$ cat src/rtl/comm_proto_pkg.sv
// Shared definitions for the serial command protocol: message types,
// frame limits and the state encodings of the reply framer.
package comm_proto_pkg;

  localparam logic [7:0] MSG_RESERVED  = 8'h00;
  localparam logic [7:0] MSG_SYS_RESET = 8'h01;
  localparam logic [7:0] MSG_STEP      = 8'h02;
  localparam logic [7:0] MSG_RANGE     = 8'h03;
  localparam logic [7:0] MSG_BASE_ADDR = 8'h04;
  localparam logic [7:0] MSG_RAM_DATA  = 8'h05;

  localparam logic [7:0] MAX_FRAME_LEN  = 8'd255;
  localparam int         BYTES_PER_WORD = 2;

  typedef enum logic [2:0] {
    ST_IDLE  = 3'd0,
    ST_LEN   = 3'd1,
    ST_TYPE  = 3'd2,
    ST_FETCH = 3'd3,
    ST_HI    = 3'd4,
    ST_LO    = 3'd5,
    ST_DONE  = 3'd6
  } tx_state_e;

  typedef enum logic [1:0] {
    BS_WAIT  = 2'd0,
    BS_SEND  = 2'd1,
    BS_GUARD = 2'd2
  } byte_state_e;

  // Length counts the msgType byte plus payload; 1 + 2*127 = 255 still fits.
  function automatic logic [7:0] frame_len(input logic src, input logic [6:0] count);
    if (src)
      frame_len = {count, 1'b1};
    else
      frame_len = 8'(1 + BYTES_PER_WORD);
  endfunction

endpackage

$ cat src/rtl/comm_tx_byte.sv
// Single-byte handoff to the UART transmitter: holds one byte, strobes
// send_data when the UART is idle, then ignores busy for one guard cycle.
module comm_tx_byte
  import comm_proto_pkg::*;
(
  input  logic       clk,
  input  logic       i_rst_n,
  input  logic       i_byte_valid,
  input  logic [7:0] i_byte_data,
  output logic       o_byte_ready,
  output logic       o_pending,
  input  logic       i_busy,
  output logic [7:0] o_tx_data,
  output logic       o_send_data
);

  byte_state_e r_state;
  logic [7:0]  r_buf;
  logic [7:0]  r_last;
  logic        w_send;
  logic        w_accept;

  // The strobe is gated by the live busy level so a pulse can never land on
  // a busy UART, even one that raises busy a cycle late.
  assign w_send       = (r_state == BS_SEND) && !i_busy;
  assign o_send_data  = w_send;
  assign o_byte_ready = (r_state == BS_GUARD) || ((r_state == BS_WAIT) && !i_busy);
  assign w_accept     = i_byte_valid && o_byte_ready;
  assign o_pending    = (r_state == BS_SEND);

  // tx_data switches to the new byte exactly in its send cycle and then holds.
  assign o_tx_data = w_send ? r_buf : r_last;

  always_ff @(posedge clk) begin
    if (!i_rst_n) begin
      r_state <= BS_WAIT;
      r_buf   <= 8'h00;
      r_last  <= 8'h00;
    end else begin
      case (r_state)
        BS_WAIT: begin
          if (w_accept) begin
            r_buf   <= i_byte_data;
            r_state <= BS_SEND;
          end
        end
        BS_SEND: begin
          if (w_send) begin
            r_last  <= r_buf;
            r_state <= BS_GUARD;
          end
        end
        BS_GUARD: begin
          if (w_accept) begin
            r_buf   <= i_byte_data;
            r_state <= BS_SEND;
          end else begin
            r_state <= BS_WAIT;
          end
        end
        default: r_state <= BS_WAIT;
      endcase
    end
  end

endmodule

$ cat src/rtl/comm_tx_framer.sv
// Reply framer: builds length/type/payload frames from an immediate value or
// a sample-RAM block and feeds them one byte at a time to the UART.
module comm_tx_framer
  import comm_proto_pkg::*;
#(
  parameter int OUTPUT_WIDTH = 16,
  parameter int ADDR_WIDTH   = 12
) (
  input  logic                    clk,
  input  logic                    reset,
  input  logic                    req_valid,
  output logic                    req_ready,
  input  logic [7:0]              req_type,
  input  logic                    req_src,
  input  logic [OUTPUT_WIDTH-1:0] req_value,
  input  logic [ADDR_WIDTH-1:0]   req_base,
  input  logic [6:0]              req_count,
  output logic [ADDR_WIDTH-1:0]   rd_addr,
  output logic                    rd_en,
  input  logic [OUTPUT_WIDTH-1:0] rd_data,
  output logic [7:0]              tx_data,
  output logic                    send_data,
  input  logic                    busy,
  output logic                    frame_done
);

  tx_state_e               r_state;
  logic [7:0]              r_type;
  logic                    r_src;
  logic [OUTPUT_WIDTH-1:0] r_word;
  logic [ADDR_WIDTH-1:0]   r_base;
  logic [6:0]              r_count;
  logic [6:0]              r_index;
  logic                    r_fetch_wait;
  logic                    r_rd_en;
  logic [ADDR_WIDTH-1:0]   r_rd_addr;
  logic                    r_frame_done;

  logic                    w_byte_valid;
  logic [7:0]              w_byte_data;
  logic                    w_byte_ready;
  logic                    w_pending;
  logic [7:0]              w_index_next;
  logic                    w_more_words;

  assign req_ready    = (r_state == ST_IDLE);
  assign rd_en        = r_rd_en;
  assign rd_addr      = r_rd_addr;
  assign frame_done   = r_frame_done;
  assign w_index_next = {1'b0, r_index} + 8'd1;
  assign w_more_words = r_src && (w_index_next < {1'b0, r_count});

  always_comb begin
    w_byte_valid = 1'b0;
    w_byte_data  = 8'h00;
    case (r_state)
      ST_LEN: begin
        w_byte_valid = 1'b1;
        w_byte_data  = frame_len(r_src, r_count);
      end
      ST_TYPE: begin
        w_byte_valid = 1'b1;
        w_byte_data  = r_type;
      end
      ST_HI: begin
        w_byte_valid = 1'b1;
        w_byte_data  = r_word[OUTPUT_WIDTH-1 -: 8];
      end
      ST_LO: begin
        w_byte_valid = 1'b1;
        w_byte_data  = r_word[7:0];
      end
      default: ;
    endcase
  end

  always_ff @(posedge clk) begin
    if (!reset) begin
      r_state      <= ST_IDLE;
      r_type       <= 8'h00;
      r_src        <= 1'b0;
      r_word       <= '0;
      r_base       <= '0;
      r_count      <= 7'd0;
      r_index      <= 7'd0;
      r_fetch_wait <= 1'b0;
      r_rd_en      <= 1'b0;
      r_rd_addr    <= '0;
      r_frame_done <= 1'b0;
    end else begin
      r_rd_en      <= 1'b0;
      r_frame_done <= 1'b0;
      case (r_state)
        ST_IDLE: begin
          if (req_valid) begin
            r_type  <= req_type;
            r_src   <= req_src;
            r_word  <= req_value;
            r_base  <= req_base;
            r_count <= req_count;
            r_index <= 7'd0;
            r_state <= ST_LEN;
          end
        end
        ST_LEN: begin
          if (w_byte_ready) r_state <= ST_TYPE;
        end
        ST_TYPE: begin
          if (w_byte_ready) begin
            if (!r_src) begin
              r_state <= ST_HI;
            end else if (r_count == 7'd0) begin
              r_state <= ST_DONE;
            end else begin
              r_rd_en   <= 1'b1;
              r_rd_addr <= r_base + ADDR_WIDTH'(r_index);
              r_state   <= ST_FETCH;
            end
          end
        end
        // Phase 0 carries the read strobe; the RAM answers during phase 1.
        ST_FETCH: begin
          if (!r_fetch_wait) begin
            r_fetch_wait <= 1'b1;
          end else begin
            r_fetch_wait <= 1'b0;
            r_word       <= rd_data;
            r_state      <= ST_HI;
          end
        end
        ST_HI: begin
          if (w_byte_ready) r_state <= ST_LO;
        end
        ST_LO: begin
          if (w_byte_ready) begin
            if (w_more_words) begin
              r_index   <= w_index_next[6:0];
              r_rd_en   <= 1'b1;
              r_rd_addr <= r_base + ADDR_WIDTH'(w_index_next[6:0]);
              r_state   <= ST_FETCH;
            end else begin
              r_state <= ST_DONE;
            end
          end
        end
        // Hold until the final byte has actually been strobed into the UART.
        ST_DONE: begin
          if (!w_pending) begin
            r_frame_done <= 1'b1;
            r_state      <= ST_IDLE;
          end
        end
        default: r_state <= ST_IDLE;
      endcase
    end
  end

  comm_tx_byte u_tx_byte (
    .clk          (clk),
    .i_rst_n      (reset),
    .i_byte_valid (w_byte_valid),
    .i_byte_data  (w_byte_data),
    .o_byte_ready (w_byte_ready),
    .o_pending    (w_pending),
    .i_busy       (busy),
    .o_tx_data    (tx_data),
    .o_send_data  (send_data)
  );

endmodule

$ cat config.mk
export PLATFORM = sky130hd
export DESIGN_NAME = comm_tx_framer
export DESIGN_NICKNAME = d
export VERILOG_FILES = /design/src/rtl/comm_proto_pkg.sv /design/src/rtl/comm_tx_byte.sv /design/src/rtl/comm_tx_framer.sv
export SDC_FILE = /design/constraint.sdc
export NUM_CORES = 1
export LEC_CHECK = 0
export BUFFER_PORTS_ARGS = -buffer_cell sky130_fd_sc_hd__buf_2
export CORE_UTILIZATION = 49
export DETAILED_ROUTE_END_ITERATION = 8
export PLACE_DENSITY = 0.78
export SYNTH_ARGS = -nofsm -noshare
export SYNTH_HDL_FRONTEND = slang
export SYNTH_HIERARCHICAL = 1
export SYNTH_SLANG_ARGS = --single-unit
$ cat constraint.sdc
create_clock -name clk -period 3.5 [get_ports clk]
set_clock_uncertainty 0.05 [all_clocks]
set_input_delay 0.875 -clock clk [delete_from_list [all_inputs] [get_ports clk]]
set_output_delay 0.875 -clock clk [all_outputs]
set_load 0.01 [all_outputs]
Word-level counts from Yosys, hierarchy flattened. Cells that the tools add are included.

Equal/unequal tests: 20. Reduce and logical (&&, ||, !) cells: 22. Add/sub/neg operators: 3. $lt $le $gt $ge: 1. Multiplexer cells: 40.

Operators by type and width (number): $mux W12 (5); $mux W16 (2); $pmux W16 S2 (1); $pmux W8 S4 (1); $mux W3 (10); $add A12 B7 Y12 (2); $pmux W12 S2 (1); $mux W7 (3); $pmux W3 S7 (1); $mux W8 (2); $ne A2 B2 Y1 const B (7); $pmux W7 S2 (1); $ne A2 B1 Y1 const B (5); $eq A3 B3 Y1 const B (3); $mux W1 (9); $add A7 B1 Y8 const B (1); $lt A8 B7 Y1 (1); $reduce_and A2 Y1 (4); $logic_not A7 Y1 (1); $reduce_and A7 Y1 (1); $eq A3 B2 Y1 const B (2); $pmux W2 S3 (1); $reduce_and A6 Y1 (1); $reduce_bool A2 Y1 (3); 14 further kinds (18).

Word-level logic and storage cells: 100. Bits of input ports: 64. Flip-flop bits (word level): 87.

Depth between registers and ports, before layout. Gate-level depths: netlist of the first run.

Depth in word-level cells: 6. Mapped depth: 14. Depth with buffers taken out: 12.

Cells and area by module. Netlist of the first run, hierarchy kept.

Modules (own cells, without submodules): comm_tx_framer (cells each 492, area each 3848.7 um^2, instances 1); comm_tx_byte (cells each 71, area each 758.2 um^2, instances 1).

Worst setup path before layout of the first run. Ideal clock, no wire load.

Kind: register -> register. From: register, netlist name r_state[2]. To: register r_rd_addr[8], in the netlist rd_addr[8]. Data arrival time: 2.746 ns. Slack: 0.609 ns. Cell stages (with the launch flop): 15. Required time: 3.355 ns. Cell sequence: dfxtp_1 nor2b_1 clkbuf_1 nand2_1 inv_1 buf_2 ha_1 inv_1 ha_1 fa_1 a211oi_1 o21ai_0 nand3_1 xor2_1 a221oi_1.

RTL lines: to (signal assigned) (RTL line comm_tx_framer.sv:116) `r_rd_addr <= r_base + ADDR_WIDTH'(r_index);`; to (signal assigned) (RTL line comm_tx_framer.sv:139) `r_rd_addr <= r_base + ADDR_WIDTH'(w_index_next[6:0]);`; to (decl) (RTL line comm_tx_framer.sv:36) `logic [ADDR_WIDTH-1:0] r_rd_addr;`.

Worst setup path after layout of the first run.
From: register r_index[0]. To: register r_rd_addr[11], in the netlist rd_addr[11].

Longest elaborated chain between the ends: 5. Elaborated cells between the ends (all ways): 13. Those cells by class: add/sub (3); order compare (1); eq/ne (1); mux (6); reduce/logical (2).

RTL lines: from (decl) (RTL line comm_tx_framer.sv:33) `logic [6:0] r_index;`; from (signal assigned) (RTL line comm_tx_framer.sv:137) `r_index <= w_index_next[6:0];`; $add A7 B1 Y8 or $add A12 B7 Y12 (tied branches) (RTL line comm_tx_framer.sv:50, comm_tx_framer.sv:116); $add A12 B7 Y12 (tied with other cells) (RTL line comm_tx_framer.sv:139); $mux W12 (tied with other cells) (RTL line comm_tx_framer.sv:136) `if (w_more_words) begin`; $mux W12 (tied with other cells) (RTL line comm_tx_framer.sv:135) `if (w_byte_ready) begin`; $pmux W12 S2 or $reduce_and A6 Y1 (tied branches).

Parallel ways exist; a longest one is shown, timed or not. The select of a mux whose other input is x is not followed. A chain may end at the register's enable or synchronous reset.

==> results of run 1 <==
-- worst max-delay path, delay by kind of cell, from the launching register on --
family | cells | cell delay [ns]
AOI/OAI and AO/OA | 3 | 1.11
xor gates and xnor gates | 1 | 0.17
adders and majority gates | 2 | 0.62
DFF | 1 | 0.45
and+or+nand+nor | 4 | 0.68
-- cell usage after synthesis, types with 2 or more instances --
cell / number / area (sq um)
a31o_2: 2 / 17.52
a32o_1: 2 / 20.02
buf_2: 10 / 50.05
o211ai_1: 5 / 37.54
mux2_4: 8 / 120.1
xor2_1: 9 / 78.83
o21ai_0: 7 / 35.03
a311oi_1: 18 / 157.7
nand2_1: 127 / 476.7
and3_1: 3 / 18.77
nor2_1: 29 / 108.9
nand4_1: 3 / 18.77
nor4_1: 3 / 18.77
and2_1: 11 / 68.82
nand4b_1: 2 / 17.52
o22ai_1: 6 / 37.54
inv_1: 19 / 71.32
nand3_1: 26 / 130.1
o221ai_1: 3 / 26.28
a211oi_1: 5 / 37.54
or3_1: 4 / 25.02
buf_1: 6 / 22.52
mux2i_1: 17 / 170.2
a21oi_1: 39 / 195.2
a221oi_1: 5 / 43.79
dfxtp_1: 87 / 1742
nor3_1: 3 / 15.01
buf_6: 2 / 22.52
ha_1: 15 / 187.7
a22oi_1: 11 / 82.58
a31oi_1: 2 / 12.51
a21o_1: 3 / 22.52
nor2b_1: 9 / 56.30
xnor2_1: 11 / 96.34
clkbuf_1: 25 / 93.84
o21a_1: 2 / 15.01
-- how the worst min path moves through the flow --
stage	startpoint	endpoint	slack, ns	cells after the start
3_3_place_gp	rd_addr[3]	rd_addr[3]	0.39	2
5_1_grt	r_type[4]	r_type[4]	0.44	2
2_1_floorplan	u_tx_byte/r_buf[0]	u_tx_byte/r_buf[0]	0.38	2
3_5_place_dp	rd_addr[1]	rd_addr[1]	0.40	2
6_report	rd_addr[1]	rd_addr[1]	0.42	2
4_1_cts	rd_addr[3]	rd_addr[3]	0.42	2
-- cell families after synthesis --
| family | count (synthesis) | share of synthesized area (%) |
|---|---|---|
| XOR/XNOR | 20 | 3.802 |
| buffers and inverters | 63 | 5.812 |
| flip-flops | 87 | 37.81 |
| adder cells (fa/ha/maj) | 16 | 4.508 |
| AND/OR/NAND/NOR | 228 | 22.54 |
| multiplexers | 25 | 6.301 |
| AO/OA/AOI/OAI | 124 | 19.23 |
-- power by group through the flow --
stage	clock network (mW)	logic [mW]	registers, mW
2_1_floorplan	0	0.765	1.23
3_3_place_gp	0	0.949	1.27
3_5_place_dp	0	0.976	1.27
4_1_cts	0.724	0.980	1.25
5_1_grt	0.761	1.09	1.27
6_report	0.709	0.991	1.25
-- metrics by stage --
| step | total power, mW | util (%) | hold slack [ns] | cells |
|---|---|---|---|---|
| CTS | 2.956 | 57.83 | 0.4187 | 747 |
| global route | 3.124 | 57.83 | 0.4386 | 747 |
| global placement | 2.220 | 55.65 | 0.3931 | 731 |
| detailed placement | 2.251 | 55.65 | 0.4026 | 731 |
| floorplan | 1.995 | - | 0.3843 | 563 |
| finish | 2.954 | 57.83 | 0.4187 | 747 |
-- sequential cells by signal, indices dropped and copies added (netlist names), 2 cells and up --
register,flops
r_word,16
r_base,12
rd_addr,12
r_type,8
u_tx_byte/r_buf,8
u_tx_byte/r_last,8
r_count,7
r_index,7
r_state,3
u_tx_byte/r_state,2
-- routing by layer --
layer | wire (um) | share of wire [%] | vias up
met3 | 747 | 6.6 | 16
li1 | - | - | 2112
met1 | 5128 | 45 | 2000
met5 | 0 | 0 | -
met2 | 5355 | 47 | 143
met4 | 170 | 1.5 | 0
-- layout make-up --
class | instances | area [sq um] | area share [%]
Clock buffer | 9 | 123.9 | 2.340
Clock inverter | 7 | 75.07 | 1.418
Inverter | 19 | 71.32 | 1.348
Multi-Input combinational cell | 413 | 2601 | 49.15
Sequential cell | 87 | 1742 | 32.91
Tap cell | 111 | 138.9 | 2.624
Timing Repair Buffer | 101 | 540.5 | 10.21
==> impl_results.md, run 1 <==
* Vias in the first global route at 3,997
* Post-Place Cell Area at 0.005094 sq mm
* Highest-delay cell along the critical path: a2111oi_4
* R2R depth at 10
* Fill cells at 819
* FF-to-FF Start: r_index[0]
* Post-synth EDFFs at 0
* Syn Inst Count at 563
* Rows at 35
* Final setup fails at 0
* Initial antenna violation count at 0
* Synth-to-Final Area Change at 14.88%
* RSZ-0062 raised after global routing: false
* GR Util All Layers at 23.77%
* H-Tree Depth at 3
* Vias at 4,271
* Crit end category: register
* Clock Pin Slew Worst Setup and Hold Paths at 0.11 ns
* Crit path launch type: register
* Pint at 1.784 mW
* Io pins at 88
* Largest net degree at the start of global routing at 54
* TritonCTS clock tree: yes
* Sequential-to-total area share from yosys stat at 37.81%
* Post-route setup slack at 0.2864 ns
* Hold Crit Class: reg2reg
* Dpl ws at 0.3575 ns
* Critical path's largest stage delay at 0.58 ns
* Routability Congestion at 0.9185
* Post-synthesis register bit count at 87
* CTS Sinks at 87
* Die area at 0.009794 sq mm
* Starting density of the core at 50.33%
* Fin. Hold Viols at 0
* Status: finished with violations
* Vias per cell at 5.718
* Post-Syn Nets at 643
* CTS resizes at 0
* Met2 Usage GRT at 37.28%
* First-pass GRT wire length at 18.68 mm
* Maximum VDD drop at 0.4081 mV
* Count of hold-fix buffers inserted at cts at 0
* Period utilization at 91.82%
* Switching part of the total at 39.60%
* Number of library cell types mapped by synthesis at 60
* Min Tclk post-route at 3.214 ns
* Ys Warns at 6
* Sequential power share at 42.5%
* Post-CTS Setup Bufs at 0
* Final net count at 711
* Combinational group share of total power at 33.5%
* Ys async rst share at 0%
* Main synth FF type: dfxtp_1
* Crit. Startpoint: r_index[0]
* Die Y at 98.97 um
* Worst slew pin tran at 1.169 ns
* Clock Power Share at 24.0%
* Initial DRC Count at 286
* Leakage at 2.271 nW
* Commonest non-fill, non-tap cell in the layout: nand2_1
* Root buffer cell: clkbuf_8
* CTS max path bufs at 2
* Post-Syn Area at 0.004607 sq mm
* Post-route DRC at 4
* Antenna fix cells at 0
* Antenna viol nets, final at 0
* Switch Pwr at 1.170 mW
* Clock Latency Late Sink at 0.37 ns
* Setup crit end: rd_addr[11]
* Power Density at 558.1 mW/mm^2
* Drt total wl at 11.40 mm
* Reg2Reg Setup Slack at 0.29 ns
* Ratio of cells with drive above 1 in the final layout at 21.54%
* Dpl hpwl at 8.411 mm
* GR Util met3 at 6.241%
* WS Path Type: reg2reg
* Port-buffer cells at 87
* Most frequent cells in the layout: 127 x nand2_1, 87 x dfxtp_1, 87 x buf_2, 39 x a21oi_1, 29 x nor2_1
* Setup TNS at 0 ns
* First drt pass iteration count at 7
* Mean Syn Cell Area at 8.183 sq um
* Failing checks: design-rule violations
* CTS Buf Count at 9
* Critical path required time at 3.69 ns
* Reg-to-reg endpoint: rd_addr[11]
* DR WL/cell at 15.26 um
* Fmax at 311.2 MHz
* Slew HR at 22.05%
* Core area at 0.009153 sq mm
* CP arrival at 3.41 ns
* Worst-path maximum fanout at 7
* Crit-path cells: ha_1 -> and3_1 -> nand3_1 -> xnor2_1 -> ha_1 -> nand3_1 -> nand4b_1 -> a2111oi_4 -> a21o_1 -> a221oi_1
* DIE WIDTH at 98.97 um
* Max-Cap Viols at 0
* M1 GR Usage at 31.19%
* Final Max Tran Viols at 0
* Total grt overflow at 0
* Finished layout cell area at 0.005293 sq mm
* Busiest layer in global routing: met2
Note: power is estimated with default switching activity, not from simulation.
==> inputs of run 2 (changes only) <==
--- a/config.mk
+++ b/config.mk
@@ -5,6 +5,7 @@
 export SDC_FILE = /design/constraint.sdc
 export NUM_CORES = 1
 export LEC_CHECK = 0
+export ABC_CLOCK_PERIOD_IN_PS = 3500
 export BUFFER_PORTS_ARGS = -buffer_cell sky130_fd_sc_hd__buf_2
 export CORE_UTILIZATION = 49
 export DETAILED_ROUTE_END_ITERATION = 8
==> constraint.sdc (replaced) <==
create_clock -name clk -period 3.5 [get_ports clk]
set_clock_uncertainty 0.05 [all_clocks]
set_input_delay 0.875 -clock clk [delete_from_list [all_inputs] [get_ports clk]]
set_output_delay 0.875 -clock clk [all_outputs]
set_load 0.005 [all_outputs]
==> impl_results.md, run 2 (synthesis results as in run 1) <==
* Status: complete, no violations
* Worst-path maximum fanout at 7
* DR WL/cell at 15.04 um
* Initial DRC Count at 275
* FF-to-FF Start: r_index[0]
* Antenna fix cells at 0
* Final std cells w/o fill at 747
* Worst slew pin tran at 1.150 ns
* Core area at 0.009153 sq mm
* First-pass GRT wire length at 18.44 mm
* Final net count at 711
* RSZ-0062 raised after global routing: false
* CTS Sinks at 87
* Setup TNS at 0 ns
* Total grt overflow at 0
* TritonCTS clock tree: yes
* Largest net degree at the start of global routing at 54
* Period utilization at 92.40%
* Hold Path Stages at 2
* Die area at 0.009794 sq mm
* Post-Place Cell Area at 0.005094 sq mm
* Dpl hpwl at 8.353 mm
* Reg-to-reg endpoint: rd_addr[9]
* Rows at 35
* Vias in the first global route at 3,881
* Crit end category: register
* Slew HR at 23.32%
* Clock Latency Late Sink at 0.36 ns
* Fmax at 309.2 MHz
* Clock Pin Slew Worst Setup and Hold Paths at 0.09 ns
* CTS max path bufs at 2
* Most frequent cells in the layout: 127 x nand2_1, 87 x dfxtp_1, 87 x buf_2, 39 x a21oi_1, 29 x nor2_1
* Routability Congestion at 0.9116
* Final setup fails at 0
* Dpl ws at 0.3310 ns
* Finished layout cell area at 0.005309 sq mm
* Antenna viol nets, final at 0
* H-Tree Depth at 3
* Power Density at 559.6 mW/mm^2
* WL met1 at 5.097 mm
* Synth-to-Final Area Change at 15.24%
* WS Path Type: reg2reg
* Reg2Reg Setup Slack at 0.27 ns
* Port-buffer cells at 87
* Placed cell count at 731
* Count of hold-fix buffers inserted at cts at 0
* First drt pass iteration count at 6
* Vias per cell at 5.699
* Final Max Tran Viols at 0
* Root buffer cell: clkbuf_8
* Crit path launch type: register
* Detail Route met3 WL at 621 um
* Post-CTS Setup Bufs at 0
* Drt total wl at 11.23 mm
* Min-delay src: rd_addr[6]
* Met2 WL at 5.402 mm
* Starting density of the core at 50.33%
* Overall power at 2.971 mW
* Post-route setup slack at 0.2659 ns
* Maximum VDD drop at 0.4060 mV
* Vias at 4,257
* Commonest non-fill, non-tap cell in the layout: nand2_1
* Io pins at 88
* Die Y at 98.97 um
* DR top layer: met4
* R2R depth at 10
* CTS resizes at 0
* Hold Crit Class: reg2reg
* Hold slack at 0.4114 ns
* Finished Core Util at 58.00%
* Fin. Hold Viols at 0
* CP arrival at 3.41 ns
* Max-Cap Viols at 0
* Hold Path End: rd_addr[6]
* DIE WIDTH at 98.97 um
* GR Util All Layers at 23.56%
* Leakage at 2.278 nW
* Post-route DRC at 0
* Critical path required time at 3.68 ns
* Register bank with the most flops: r_word
* CTS Buf Count at 9
* Min Tclk post-route at 3.234 ns
* Ratio of cells with drive above 1 in the final layout at 21.54%
* Initial antenna violation count at 0
* Largest register FFs at 16
## run 2: power breakdown
| group | switching, mW | leakage [nW] | internal [mW] | total, mW |
|---|---|---|---|---|
| logic | 0.618 | 1.46 | 0.363 | 0.980 |
| registers | 0.117 | 0.709 | 1.14 | 1.26 |
| clock network | 0.362 | 0.106 | 0.374 | 0.735 |
| total | 1.10 | 2.28 | 1.87 | 2.97 |
## run 2: layout make-up
| class | instances | area [sq um] |
|---|---|---|
| clock buffers | 11 | 151.4 |
| multi-input cells | 413 | 2601 |
| flip-flops and latches | 87 | 1742 |
| repair buffers | 101 | 540.5 |
| fillers | 803 | 3844 |
| inverters | 19 | 71.32 |
| clock inverters | 5 | 63.81 |
| well taps | 111 | 138.9 |
## run 2: metal layers
| layer | track usage, % | vias up |
|---|---|---|
| met4 | 6.774 | 0 |
| met3 | 4.965 | 10 |
| met5 | 0 | - |
| met2 | 38.78 | 133 |
| met1 | 31.11 | 2001 |
| li1 | - | 2113 |
## run 2: worst max-delay path, cell delays in order, from the launching register on
cell and delay (ns):
dfxtp_1 0.44, ha_1 0.31, and3_1 0.24, nand3_1 0.17, xnor2_1 0.18, ha_1 0.32
nand3_1 0.09, nand4b_1 0.20, a2111oi_4 0.58, a21o_1 0.37, a221oi_1 0.16
## run 2: worst max path at each step
stage	start	to	slack, ns
global placement	r_index[0]	rd_addr[11]	0.45
floorplan	r_state[2]	rd_addr[8]	0.61
CTS	r_index[0]	rd_addr[9]	0.32
global route	r_index[0]	rd_addr[9]	0.05
detailed placement	r_index[0]	rd_addr[0]	0.33
finish	r_index[0]	rd_addr[9]	0.27
==> inputs of run 3 (changes only) <==
--- a/config.mk
+++ b/config.mk
@@ -7,9 +7,11 @@
 export LEC_CHECK = 0
 export ABC_CLOCK_PERIOD_IN_PS = 3500
 export BUFFER_PORTS_ARGS = -buffer_cell sky130_fd_sc_hd__buf_2
-export CORE_UTILIZATION = 49
+export CORE_ASPECT_RATIO = 0.8
+export CORE_MARGIN = 8
+export CORE_UTILIZATION = 50
 export DETAILED_ROUTE_END_ITERATION = 8
-export PLACE_DENSITY = 0.78
+export PLACE_DENSITY = 0.79
 export SYNTH_ARGS = -nofsm -noshare
 export SYNTH_HDL_FRONTEND = slang
 export SYNTH_HIERARCHICAL = 1
==> impl_results.md, run 3 (synthesis results as in run 1) <==
* Vias in the first global route at 4,071
* Count of hold-fix buffers inserted at cts at 0
* CTS Buf Count at 9
* CTS max path bufs at 2
* First drt pass iteration count at 5
* Critical path required time at 3.65 ns
* Routability Congestion at 0.9947
* Core area at 0.008999 sq mm
* GR Util All Layers at 20.14%
* CTS resizes at 0
* Most frequent cells in the layout: 127 x nand2_1, 87 x dfxtp_1, 87 x buf_2, 39 x a21oi_1, 29 x nor2_1
* Die Y at 101.9 um
* CTS Sinks at 87
* Worst-path maximum fanout at 7
* Rows at 31
* Antenna viol nets, final at 0
* Post-CTS Setup Bufs at 0
* H-Tree Depth at 3
* Setup TNS at 0 ns
* Initial antenna violation count at 0
* Io pins at 88
* Final setup fails at 0
* Fin. Hold Viols at 0
* Crit path launch type: register
* Ratio of cells with drive above 1 in the final layout at 21.42%
* Power Density at 603.1 mW/mm^2
* Hold Crit Class: reg2reg
* Post-route DRC at 0
* Buf/Inv on CP at 0
* RSZ-0062 raised after global routing: false
* Total grt overflow at 0
* Final net count at 710
* Status: complete, no violations
* Dominant delay contributor by cell family on the critical path: compound AO/OA/AOI/OAI gates
* Dpl ws at 0.3202 ns
* Commonest non-fill, non-tap cell in the layout: nand2_1
* Finished Core Util at 60.00%
* Initial DRC Count at 362
* Slew HR at 51.24%
* Synth-to-Final Area Change at 17.19%
* Port-buffer cells at 87
* Vias per cell at 5.761
* Final Max Tran Viols at 0
* CP arrival at 3.43 ns
* DR WL/cell at 16.58 um
* DIE WIDTH at 123.3 um
* Largest register FFs at 16
* WS Path Type: reg2reg
* Antenna fix cells at 0
* Overall power at 3.256 mW
* Die area at 0.01256 sq mm
* Dpl hpwl at 8.979 mm
* Fmax at 305.3 MHz
* Starting density of the core at 51.20%
* Crit-path cells: ha_1 -> and3_1 -> nand3_1 -> xnor2_1 -> ha_1 -> nand3_1 -> nand4b_1 -> a2111oi_4 -> a21o_1 -> a221oi_1
* Register bank with the most flops: r_word
* Max-Cap Viols at 0
* Drt total wl at 12.44 mm
* Period utilization at 93.57%
* Critical path's largest stage delay at 0.58 ns
* Worst slew pin tran at 0.7237 ns
* Min Tclk post-route at 3.275 ns
* TritonCTS clock tree: yes
* Highest-delay cell along the critical path: a2111oi_4
* Clock Latency Late Sink at 0.35 ns
* Root buffer cell: clkbuf_16
* Maximum VDD drop at 0.3766 mV
* Vias at 4,321
* Crit end category: register
* Post-route setup slack at 0.2249 ns
* Leakage at 2.317 nW
* First-pass GRT wire length at 20.08 mm
* Largest net degree at the start of global routing at 57
* Clock Pin Slew Worst Setup and Hold Paths at 0.07 ns
[run 3: final timing paths]
kind / depth (start not counted) / slack, ns / startpoint / to
setup / recovery: 10 / 0.22 / r_index[0] / rd_addr[10]
hold reg to reg: 2 / 0.41 / r_type[5] / r_type[5]
setup reg to reg: 10 / 0.22 / r_index[0] / rd_addr[10]
hold / removal: 2 / 0.41 / r_type[5] / r_type[5]
[run 3: layout make-up]
cell class	instances	area (sq um)
clock inverter	6	68.82
multi-input combinational	413	2601
sequential	87	1742
tap	115	143.9
timing repair buffer	100	533.0
fill	806	3600
clock buffer	10	239.0
inverter	19	71.32
[run 3: layer usage]
layer  part of all wire, %  GRT usage [%]
met5                     0              0
met4                   1.5          5.633
met3                   8.7          6.626
met2                    46          31.08
met1                    44          26.35
[run 3: power breakdown]
group          internal (mW)  switching (mW)
combinational          0.369           0.644
sequential              1.14           0.113
clock                  0.576           0.414
total                   2.08            1.17
[run 3: worst reg2reg max path, delay by kind of cell (launching register included)]
kind | cells | cell delay, ns
AOI/OAI and AO/OA | 3 | 1.13
xor gates and xnor gates | 1 | 0.18
adders and majority gates | 2 | 0.62
DFF | 1 | 0.43
and+or+nand+nor | 4 | 0.73
[run 3: per-stage QoR]
stage | hold WS (ns) | instances | instance area, sq um
floorplan | 0.3843 | 563 | 4607
global placement | 0.3933 | 734 | 5091
detailed placement | 0.3991 | 734 | 5091
CTS | 0.4079 | 750 | 5399
global route | 0.4254 | 750 | 5399
finish | 0.4101 | 750 | 5399
